`src/rtl/irq_ack_sequencer.sv`:
```
// Back-end for the 27-channel interrupt priority encoder: qualifies stable request codes,
// queues them, and hands them to the CPU one at a time with EOI tracking.
module irq_ack_sequencer #(
  parameter int HOLD_CYC = 2,
  parameter int DEPTH    = 4
) (
  input  logic                     clk,
  input  logic                     rst_n,
  input  logic                     in_en,
  input  logic                     pa,
  input  logic                     pb,
  input  logic                     pc,
  input  logic [3:0]               chan,
  input  logic                     irq_ready,
  input  logic                     eoi,
  input  logic                     clr_ovf,
  output logic                     irq_valid,
  output logic [1:0]               irq_bus,
  output logic [3:0]               irq_chan,
  output logic                     in_svc,
  output logic [1:0]               svc_bus,
  output logic [3:0]               svc_chan,
  output logic                     overflow,
  output logic [$clog2(DEPTH):0]   count
);

  localparam int              AW   = $clog2(DEPTH);
  localparam logic [3:0]      HOLD = 4'(HOLD_CYC);
  localparam logic [AW:0]     FULL = (AW+1)'(DEPTH);
  localparam logic [AW:0]     ONE  = (AW+1)'(1);
  localparam logic [AW-1:0]   PTR1 = AW'(1);

  typedef enum logic [1:0] {IDLE, QUAL, ARMED} cap_state_t;

  cap_state_t     state, state_nx;
  logic [3:0]     stab, stab_nx;
  logic [5:0]     cur, cur_nx;
  logic [5:0]     smp;
  logic [1:0]     bus;
  logic           push, restart;

  logic [5:0]     mem [DEPTH];
  logic [AW-1:0]  rd_ptr, wr_ptr;
  logic           empty, full, pop, do_push;

  always_comb begin
    if (pa)      bus = 2'd1;
    else if (pb) bus = 2'd2;
    else if (pc) bus = 2'd3;
    else         bus = 2'd0;
  end

  assign smp = {bus, chan};

  // A new code (from any state) restarts qualification; with HOLD_CYC = 1 it is pushed at once.
  always_comb begin
    state_nx = state;
    stab_nx  = stab;
    cur_nx   = cur;
    push     = 1'b0;
    restart  = 1'b0;
    if (!in_en || bus == 2'd0) begin
      state_nx = IDLE;
      stab_nx  = 4'd0;
    end else begin
      case (state)
        IDLE:  restart = 1'b1;
        QUAL: begin
          if (smp == cur) begin
            stab_nx = stab + 4'd1;
            if (stab_nx == HOLD) begin
              push     = 1'b1;
              state_nx = ARMED;
            end
          end else begin
            restart = 1'b1;
          end
        end
        ARMED: if (smp != cur) restart = 1'b1;
        default: restart = 1'b1;
      endcase
      if (restart) begin
        cur_nx  = smp;
        stab_nx = 4'd1;
        if (HOLD == 4'd1) begin
          push     = 1'b1;
          state_nx = ARMED;
        end else begin
          state_nx = QUAL;
        end
      end
    end
  end

  always_ff @(posedge clk) begin
    if (!rst_n) begin
      state <= IDLE;
      stab  <= 4'd0;
      cur   <= 6'd0;
    end else begin
      state <= state_nx;
      stab  <= stab_nx;
      cur   <= cur_nx;
    end
  end

  assign empty     = (count == '0);
  assign full      = (count == FULL);
  assign irq_valid = !empty && !in_svc;
  assign pop       = irq_valid && irq_ready;
  assign do_push   = push && (!full || pop);
  assign irq_bus   = empty ? 2'd0 : mem[rd_ptr][5:4];
  assign irq_chan  = empty ? 4'd0 : mem[rd_ptr][3:0];

  always_ff @(posedge clk) begin
    if (do_push) mem[wr_ptr] <= smp;
  end

  // A pop frees a slot on the same edge, so a push into a full queue is only dropped without one.
  always_ff @(posedge clk) begin
    if (!rst_n) begin
      rd_ptr   <= '0;
      wr_ptr   <= '0;
      count    <= '0;
      overflow <= 1'b0;
      in_svc   <= 1'b0;
      svc_bus  <= 2'd0;
      svc_chan <= 4'd0;
    end else begin
      if (do_push) wr_ptr <= wr_ptr + PTR1;
      if (pop)     rd_ptr <= rd_ptr + PTR1;
      case ({do_push, pop})
        2'b10:   count <= count + ONE;
        2'b01:   count <= count - ONE;
        default: count <= count;
      endcase
      if (push && full && !pop) overflow <= 1'b1;
      else if (clr_ovf)         overflow <= 1'b0;
      if (pop) begin
        in_svc   <= 1'b1;
        svc_bus  <= mem[rd_ptr][5:4];
        svc_chan <= mem[rd_ptr][3:0];
      end else if (eoi && in_svc) begin
        in_svc <= 1'b0;
      end
    end
  end

endmodule

```
`config.mk`:
```
export PLATFORM = sky130hd
export DESIGN_NAME = irq_ack_sequencer
export DESIGN_NICKNAME = d
export VERILOG_FILES = /design/src/rtl/irq_ack_sequencer.sv
export SDC_FILE = /design/constraint.sdc
export NUM_CORES = 1
export LEC_CHECK = 0
export CAP_MARGIN = 20
export CORE_MARGIN = 2
export CORE_UTILIZATION = 33
export DETAILED_ROUTE_END_ITERATION = 16
export GPL_TIMING_DRIVEN = 0
export PLACE_DENSITY_LB_ADDON = 0.05
export SETUP_SLACK_MARGIN = 0.4
export SLEW_MARGIN = 20
export SYNTH_ARGS = -nofsm -noshare
export SYNTH_HDL_FRONTEND = slang
export SYNTH_SLANG_ARGS = --single-unit
```
`constraint.sdc`:
```
create_clock -name clk -period 5.2 [get_ports clk]
set_input_delay 0.52 -clock clk [delete_from_list [all_inputs] [get_ports clk]]
set_output_delay 0.52 -clock clk [all_outputs]
set_load 0.05 [all_outputs]
```
==> results of run 1 <==
-- critical path, cell delays in order, from the launching register on --
cell             delay (ns)
dfxtp_1                0.32
clkbuf_1               0.41
mux4_2                 0.60
nor2b_1                0.15
clkdlybuf4s50_1        0.74
-- cell type report --
cell class	count	area, um2
fillers	721	4230
flip-flops and latches	53	1300
clock inverters	2	15.0
well taps	99	124
repair buffers	30	300
inverters	7	26.3
multi-input cells	140	1030
clock buffers	6	72.6
plain buffers	7	38.8
-- metal layers --
layer  part of all wire, %  track usage, %  routed length, um
met3                   3.1            2.77                140
met5                     0               0                  0
met4                  0.52            3.26                 23
met2                    45            19.3               2010
met1                    51            16.9               2280
-- worst max path at each step --
| stage | slack (ns) | endpoint | from | cells past startpoint |
|---|---|---|---|---|
| after floorplan | 2.82 | count[2] | pb | 9 |
| after global placement | 2.05 | count[2] | chan[2] | 10 |
| after detailed placement | 2.05 | count[2] | chan[2] | 10 |
| after CTS | 2.10 | irq_bus[1] | register | 4 |
| after global routing | 1.96 | irq_chan[3] | register | 4 |
| final | 2.16 | irq_bus[1] | register | 4 |
-- power breakdown --
group / total [mW] / switching, mW / internal, mW
Sequential: 0.478 / 0.0187 / 0.459
Combinational: 0.351 / 0.223 / 0.129
Clock: 0.229 / 0.134 / 0.0952
-- cells in the mapped netlist, types with 2 or more instances --
| master | instances |
|---|---|
| or2_2 | 2 |
| dfxtp_1 | 29 |
| a21boi_0 | 8 |
| inv_1 | 7 |
| and3_1 | 2 |
| a211oi_1 | 3 |
| xor2_1 | 6 |
| nand2_1 | 34 |
| a21oi_1 | 4 |
| a21oi_2 | 2 |
| mux4_2 | 6 |
| edfxtp_1 | 24 |
| clkbuf_1 | 4 |
| nor3_1 | 2 |
| ha_1 | 8 |
| xnor2_1 | 4 |
| mux2i_1 | 9 |
| nand2b_1 | 4 |
| nor2b_1 | 8 |
| and2_1 | 10 |
| nand3_1 | 2 |
| nor2_1 | 10 |
-- cells in the final DEF (no fill, tap or decap), types with 3 or more instances in the layout --
cell type         n
dfxtp_1          29
inv_1             7
a211oi_1          3
nor2b_1           8
clkbuf_8          5
xnor2_1           4
mux2i_1           9
clkdlybuf4s50_1  30
nand2b_1          4
xor2_1            6
mux4_2            6
nor2_1           10
nand2_1          34
edfxtp_1         24
ha_1              8
a21oi_1           4
and2_1           10
clkbuf_1          5
a21boi_0          8
-- sequential cells by signal, summed over array words and instances (netlist names), named ones only --
name	flops
mem	24
svc_bus	2
cur	6
svc_chan	4
stab	4
wr_ptr	2
state	2
in_svc	1
count	3
overflow	1
rd_ptr	2
-- kinds of logic after synthesis --
| group | after synthesis | share of synthesized area (%) |
|---|---|---|
| buffers and inverters | 14 | 2.72 |
| xor gates and xnor gates | 10 | 3.66 |
| DFF | 53 | 54.4 |
| adders and majority gates | 9 | 5.02 |
| and+or+nand+nor | 78 | 16.0 |
| muxes | 15 | 9.41 |
| AOI/OAI and AO/OA | 28 | 8.84 |
-- stage by stage --
stage / setup slack (ns) / power, mW
CTS: 2.10 / 1.07
floorplan: 2.82 / 0.731
detailed placement: 2.05 / 0.845
global placement: 2.05 / 0.845
global route: 1.96 / 1.12
finish: 2.16 / 1.06
==> impl_metrics.ini, run 1 <==
[clock_network]
clk_latency_ns = 0.30
post_cts_buffers = 0
htreeDepth = 2
ctsHoldBuffers = 0
clock_sinks = 53
cts_resized = 0
clkTransAtPathRegs_ns = 0.09
root_buffer = clkbuf_8
cts_buffers = 5
clockBufferDepth = 2
cts_tree = done

[timing]
whs_ns = 0.466
relSlewSlack_pct = 35.7
max_freq_mhz = 329
finalSetupTns_ns = 0
finalMaxSlewViolations = 0
finalCriticalPeriod_ns = 3.04
period_share_pct = 58.4
worst_slew_pin_slew_ns = 0.957
rsz0062_at_grt = no
finalSetupViolCount = 0
hold_viol = 0
finalClockSkew_ns = 0.00791

[drt]
drc_errors = 0
wire_per_inst_um = 12.9
vias = 1530
vias_per_cell = 4.45
dr.pass1.iters = 4
antenna_left = 0
wirelength_mm = 4.45
initialDrtViolationCount = 82

[synth]
yosysWarnings = 0
async_flop_share_pct = 0
synth_ff_type = dfxtp_1
syn_inst = 207
synth_top_area_share_pct = 30.1
synth_area_leaders = edfxtp_1, dfxtp_1, mux4_2
synth_area_um2 = 2390
synth-seq-cells = 53
ys_seq_area_share_pct = 54.4
yosys.area.top_type = edfxtp_1
synth_nets = 229
synth_edf_count = 24
synth_cell_type_count = 41
syn_area_per_cell_um2 = 11.6

[pwr]
vdd_drop_max_mv = 0.104
power.density_nw_per_um2 = 365
p_leak_nw = 1.02

[critical_path]
critPathCaptureType = primary output
required_ns = 4.68
worstPathMaxFanout = 6
regToRegSetupSlack_ns = 2.74
r2r.worst_path.cells = 7
r2r-start = count[0]
path_class = register to primary output
r2r-end = count[2]
critPathLaunchType = register
cp_data_arrival_time_ns = 2.52

[grt]
grt_pass1_wl_mm = 7.22
antenna_found_initial = 0
grt_usage_pct = 12.2
grt_max_degree = 17
grt_pass1_vias = 1411
grt_overflow = 0

[worst_hold_path]
min_from = svc_chan[0]
min_to = svc_chan[0]
hp-class = register to register
holdPathStages = 2

[die]
start_util_pct = 33.5
coreArea_um2 = 7140
rows = 31
fp.dieH_um = 89.1
die_width_um = 89.1
dieArea_um2 = 7950
io_pins = 31

[placement]
io_buffers = 30
placed_cells = 336
hpwl_mm = 3.27
placed_area_um2 = 2820
gp_congestion = 0.681

[layout]
nets = 266
post-route-util_pct = 40.7
fin_cells = 344
drive_gt1_share_pct = 8.57
n_antenna_cell = 0
synthToLayoutAreaGrowth_pct = 21.4
finalInstanceArea_um2 = 2900

[outcome]
status = finished, final reports clean

[flow_run]
drv_cap = 0
No activity file was read; power rests on OpenSTA's default activity.
==> run 2, diff against run 1 <==
clock period = 3.06 ns   (was 5.2 ns; I/O delays follow)
==> impl_metrics.ini, run 2 (synthesis gave the netlist of run 1 again) <==
[outcome]
status = finished, final reports clean

[grt]
grt_max_degree = 17
grt_overflow = 0
grt_pass1_vias = 1410
grt_usage_pct = 12.2
grt_pass1_wl_mm = 7.24
antenna_found_initial = 0

[timing]
relSlewSlack_pct = 58.4
worst_slew_pin_slew_ns = 0.619
finalSetupViolCount = 0
finalSetupTns_ns = 0
finalClockSkew_ns = 0.00773
rsz0062_at_grt = yes
period_share_pct = 80.6
hold_viol = 0
finalCriticalPeriod_ns = 2.47
max_freq_mhz = 406
finalMaxSlewViolations = 0

[die]
rows = 31
die_width_um = 89.1
dieArea_um2 = 7950
start_util_pct = 33.5
coreArea_um2 = 7140
fp.dieH_um = 89.1
io_pins = 31

[worst_hold_path]
holdPathStages = 3
min_to = cur[2]
min_from = chan[2]
hp-class = input port to register

[clock_network]
clk_latency_ns = 0.30
clkTransAtPathRegs_ns = 0.10
clockBufferDepth = 2
ctsHoldBuffers = 0
cts_tree = done
root_buffer = clkbuf_8
htreeDepth = 2
cts_buffers = 5
clock_sinks = 53

[critical_path]
worstPathMaxFanout = 9
r2r-start = stab[0]
required_ns = 3.25
crit_buf_inv = 2
crit_chain = clkdlybuf4s50_1 > or3_1 > a211oi_2 > o211a_1 > buf_6 > a21oi_1 > fa_1 > a211oi_1 > a31oi_1 > mux2i_1
r2r-end = count[2]
path_class = input port to register
cp_data_arrival_time_ns = 2.66
max_stage_delay_ns = 0.48
regToRegSetupSlack_ns = 0.71
crit_path_top_delay_cell = clkdlybuf4s50_1
critPathCaptureType = register
r2r.worst_path.cells = 9
crit_family = compound AO/OA/AOI/OAI gates
critPathLaunchType = input port

[placement]
hpwl_mm = 3.27
placed_cells = 336
gp_congestion = 0.681
io_buffers = 30
placed_area_um2 = 2820

[drt]
vias_per_cell = 4.46
wirelength_mm = 4.49
drc_errors = 0
vias = 1535
antenna_left = 0
initialDrtViolationCount = 84
wire_per_inst_um = 13.0
dr.pass1.iters = 4

[pwr]
vdd_drop_max_mv = 0.176
p_leak_nw = 1.15
total_power_mw = 1.80
power.density_nw_per_um2 = 614

[layout]
ff_latch_area_um2 = 1300
drive_gt1_share_pct = 9.80
final_common_cell = nand2_1
finalInstanceArea_um2 = 2940
filler_cell_count = 717
nets = 266
synthToLayoutAreaGrowth_pct = 22.8
reg_top3 = mem (24), cur (6)
final_cell_mix = nand2_1, dfxtp_1, edfxtp_1
largest_reg_flops = 24
n_antenna_cell = 0
multi_input_area_um2 = 1040
top_register = mem
fin_cells = 344

[flow_run]
drv_cap = 0
## run 2: area by class of cell
class,instances,share of cell area (%)
Sequential cell,53,44.3
Clock inverter,2,0.511
Clock buffer,6,2.47
Multi-Input combinational cell,140,35.3
Timing Repair Buffer,30,10.9
Tap cell,99,4.22
Inverter,7,0.895
Buffer,7,1.36
## run 2: power by group
part	total, mW	leakage, nW	internal (mW)	switching, mW
clock network	0.390	0.0374	0.162	0.228
logic	0.598	0.660	0.219	0.379
registers	0.814	0.451	0.780	0.0338
## run 2: worst min-delay path, delay by kind of cell
family	cells	cell delay, ns
buf+inv	1	0.20
mux	1	0.06
simple gates	1	0.09
## run 2: how the worst max path moves through the flow
stage / from / endpoint / slack (ns) / depth (start not counted)
after global routing: pc / count[2] / 0.38 / 10
final: pc / count[2] / 0.59 / 10
after global placement: chan[2] / count[2] / 0.12 / 10
after CTS: register / irq_bus[1] / 0.41 / 4
after detailed placement: chan[2] / count[2] / 0.12 / 10
after floorplan: count[0] / count[2] / 0.74 / 7
## run 2: what timing repair did
item,CTS,global route
buffers inserted,0,0
endpoints found under the setup margin,7,29
resized for setup,2,9
## run 2: layer usage
metal	track usage (%)	vias up	wire, um
met5	0	-	0
met4	3.26	0	23
met3	2.77	3	150
met2	19.3	27	2020
met1	17.0	708	2290
li1	-	797	-
## run 2: metrics by stage
step | util, % | hold slack (ns) | worst slack (ns)
final | 41.1 | 0.390 | 0.595
after floorplan | - | 0.405 | 0.738
after global placement | 39.5 | 0.455 | 0.119
after CTS | 40.8 | 0.471 | 0.415
after detailed placement | 39.5 | 0.458 | 0.120
after global routing | 41.1 | 0.403 | 0.377
==> run 3, diff against run 2 <==
clock period = 2.3 ns   (was 3.06 ns; I/O delays follow)
==> impl_metrics.ini, run 3 (synthesis gave the netlist of run 1 again) <==
[layout]
top_register = mem
nets = 277
final_cell_mix = nand2_1, edfxtp_1, dfxtp_1
n_antenna_cell = 0
largest_reg_flops = 24
reg_top3 = mem (24), cur (6)
synthToLayoutAreaGrowth_pct = 31.8
fin_cells = 355
drive_gt1_share_pct = 26.2
final_common_cell = nand2_1
filler_cell_count = 705

[placement]
placed_cells = 336
io_buffers = 30
gp_congestion = 0.705
hpwl_mm = 3.38

[timing]
finalMaxSlewViolations = 0
finalSetupViolCount = 0
relSlewSlack_pct = 44.0
finalClockSkew_ns = 0.0112
whs_ns = 0.401
worst_slew_pin_slew_ns = 0.833
hold_viol = 0
max_freq_mhz = 478
period_share_pct = 91.0
finalCriticalPeriod_ns = 2.09
rsz0062_at_grt = yes

[drt]
wirelength_mm = 4.87
dr.pass1.iters = 4
vias = 1618
initialDrtViolationCount = 54
antenna_left = 0
vias_per_cell = 4.56
drc_errors = 0
wire_per_inst_um = 13.7

[critical_path]
setup.worst_path.end = count[2]
required_ns = 2.49
worstPathMaxFanout = 4
r2r-start = cur[2]
regToRegSetupSlack_ns = 0.21
cp_data_arrival_time_ns = 2.28
r2r-end = count[2]
critPathCaptureType = register
cp-startpoint = cur[2]
path_class = register to register
r2r.worst_path.cells = 9
critPathLaunchType = register

[pwr]
total_power_mw = 2.52
power.density_nw_per_um2 = 798
p_leak_nw = 1.15
vdd_drop_max_mv = 0.226

[grt]
grt_pass1_vias = 1554
grt_max_degree = 18
grt_usage_pct = 12.7
grt_overflow = 0
grt_pass1_wl_mm = 7.58
antenna_found_initial = 0

[die]
rows = 31
dieArea_um2 = 7950
coreArea_um2 = 7140
io_pins = 31
start_util_pct = 33.5
die_width_um = 89.1
fp.dieH_um = 89.1

[clock_network]
clock_sinks = 53
clockBufferDepth = 2
cts_tree = done
clkTransAtPathRegs_ns = 0.10
clk_latency_ns = 0.31
cts_buffers = 5
htreeDepth = 2
root_buffer = clkbuf_8

[worst_hold_path]
min_from = chan[3]
hp-class = input port to register

[flow_run]
drv_cap = 0

[outcome]
status = finished, final reports clean
[run 3: timing repair]
action                     CTS  global route
setup endpoints to repair   48            43
pin swaps                   11             6
hold buffers                 0             0
setup buffers                5             6
gates resized for setup     58            23
[run 3: cell type report]
cell class,count,area [um2],area share (%)
multi-input cells,140,1160,36.7
flip-flops and latches,53,1310,41.7
repair buffers,41,388,12.3
inverters,7,26.3,0.833
well taps,99,124,3.93
clock inverters,2,16.3,0.516
clock buffers,6,72.6,2.30
plain buffers,7,53.8,1.71
[run 3: how the worst min path moves through the flow]
stage	end	cells past startpoint
3_5_place_dp	svc_bus[1]	2
4_1_cts	mem[2][1]	1
5_1_grt	cur[3]	3
2_1_floorplan	mem[0][0]	0
3_3_place_gp	svc_chan[2]	2
6_report	mem[2][3]	1
[run 3: power breakdown]
part | internal (mW) | switching [mW]
logic | 0.349 | 0.542
registers | 1.04 | 0.0506
clock network | 0.217 | 0.314
[run 3: critical path: stages, from the launching register on]
cell and delay (ns):
dfxtp_2 0.34, xor2_1 0.16, nor4_2 0.36, o211a_1 0.22, buf_6 0.13, a21oi_4 0.06, fa_2 0.35, a211oi_2 0.15
a31oi_1 0.08, mux2i_1 0.13
[run 3: stage by stage]
stage | worst slack (ns) | area [um2] | util, % | setup TNS (ns)
2_1_floorplan | 0.248 | 2440 | - | 0
3_3_place_gp | -0.448 | 2870 | 40.1 | -12.23
3_5_place_dp | -0.441 | 2870 | 40.1 | -11.61
4_1_cts | 0.195 | 3020 | 42.3 | 0
5_1_grt | 0.0895 | 3150 | 44.2 | 0
6_report | 0.207 | 3150 | 44.2 | 0
[run 3: layer usage]
metal  GRT usage [%]  wire, um  up-vias
met5               0         0        -
met4            4.48        52        0
met3            2.22       210        5
met2            20.3      2340       34
met1            17.2      2270      762
li1                -         -      817
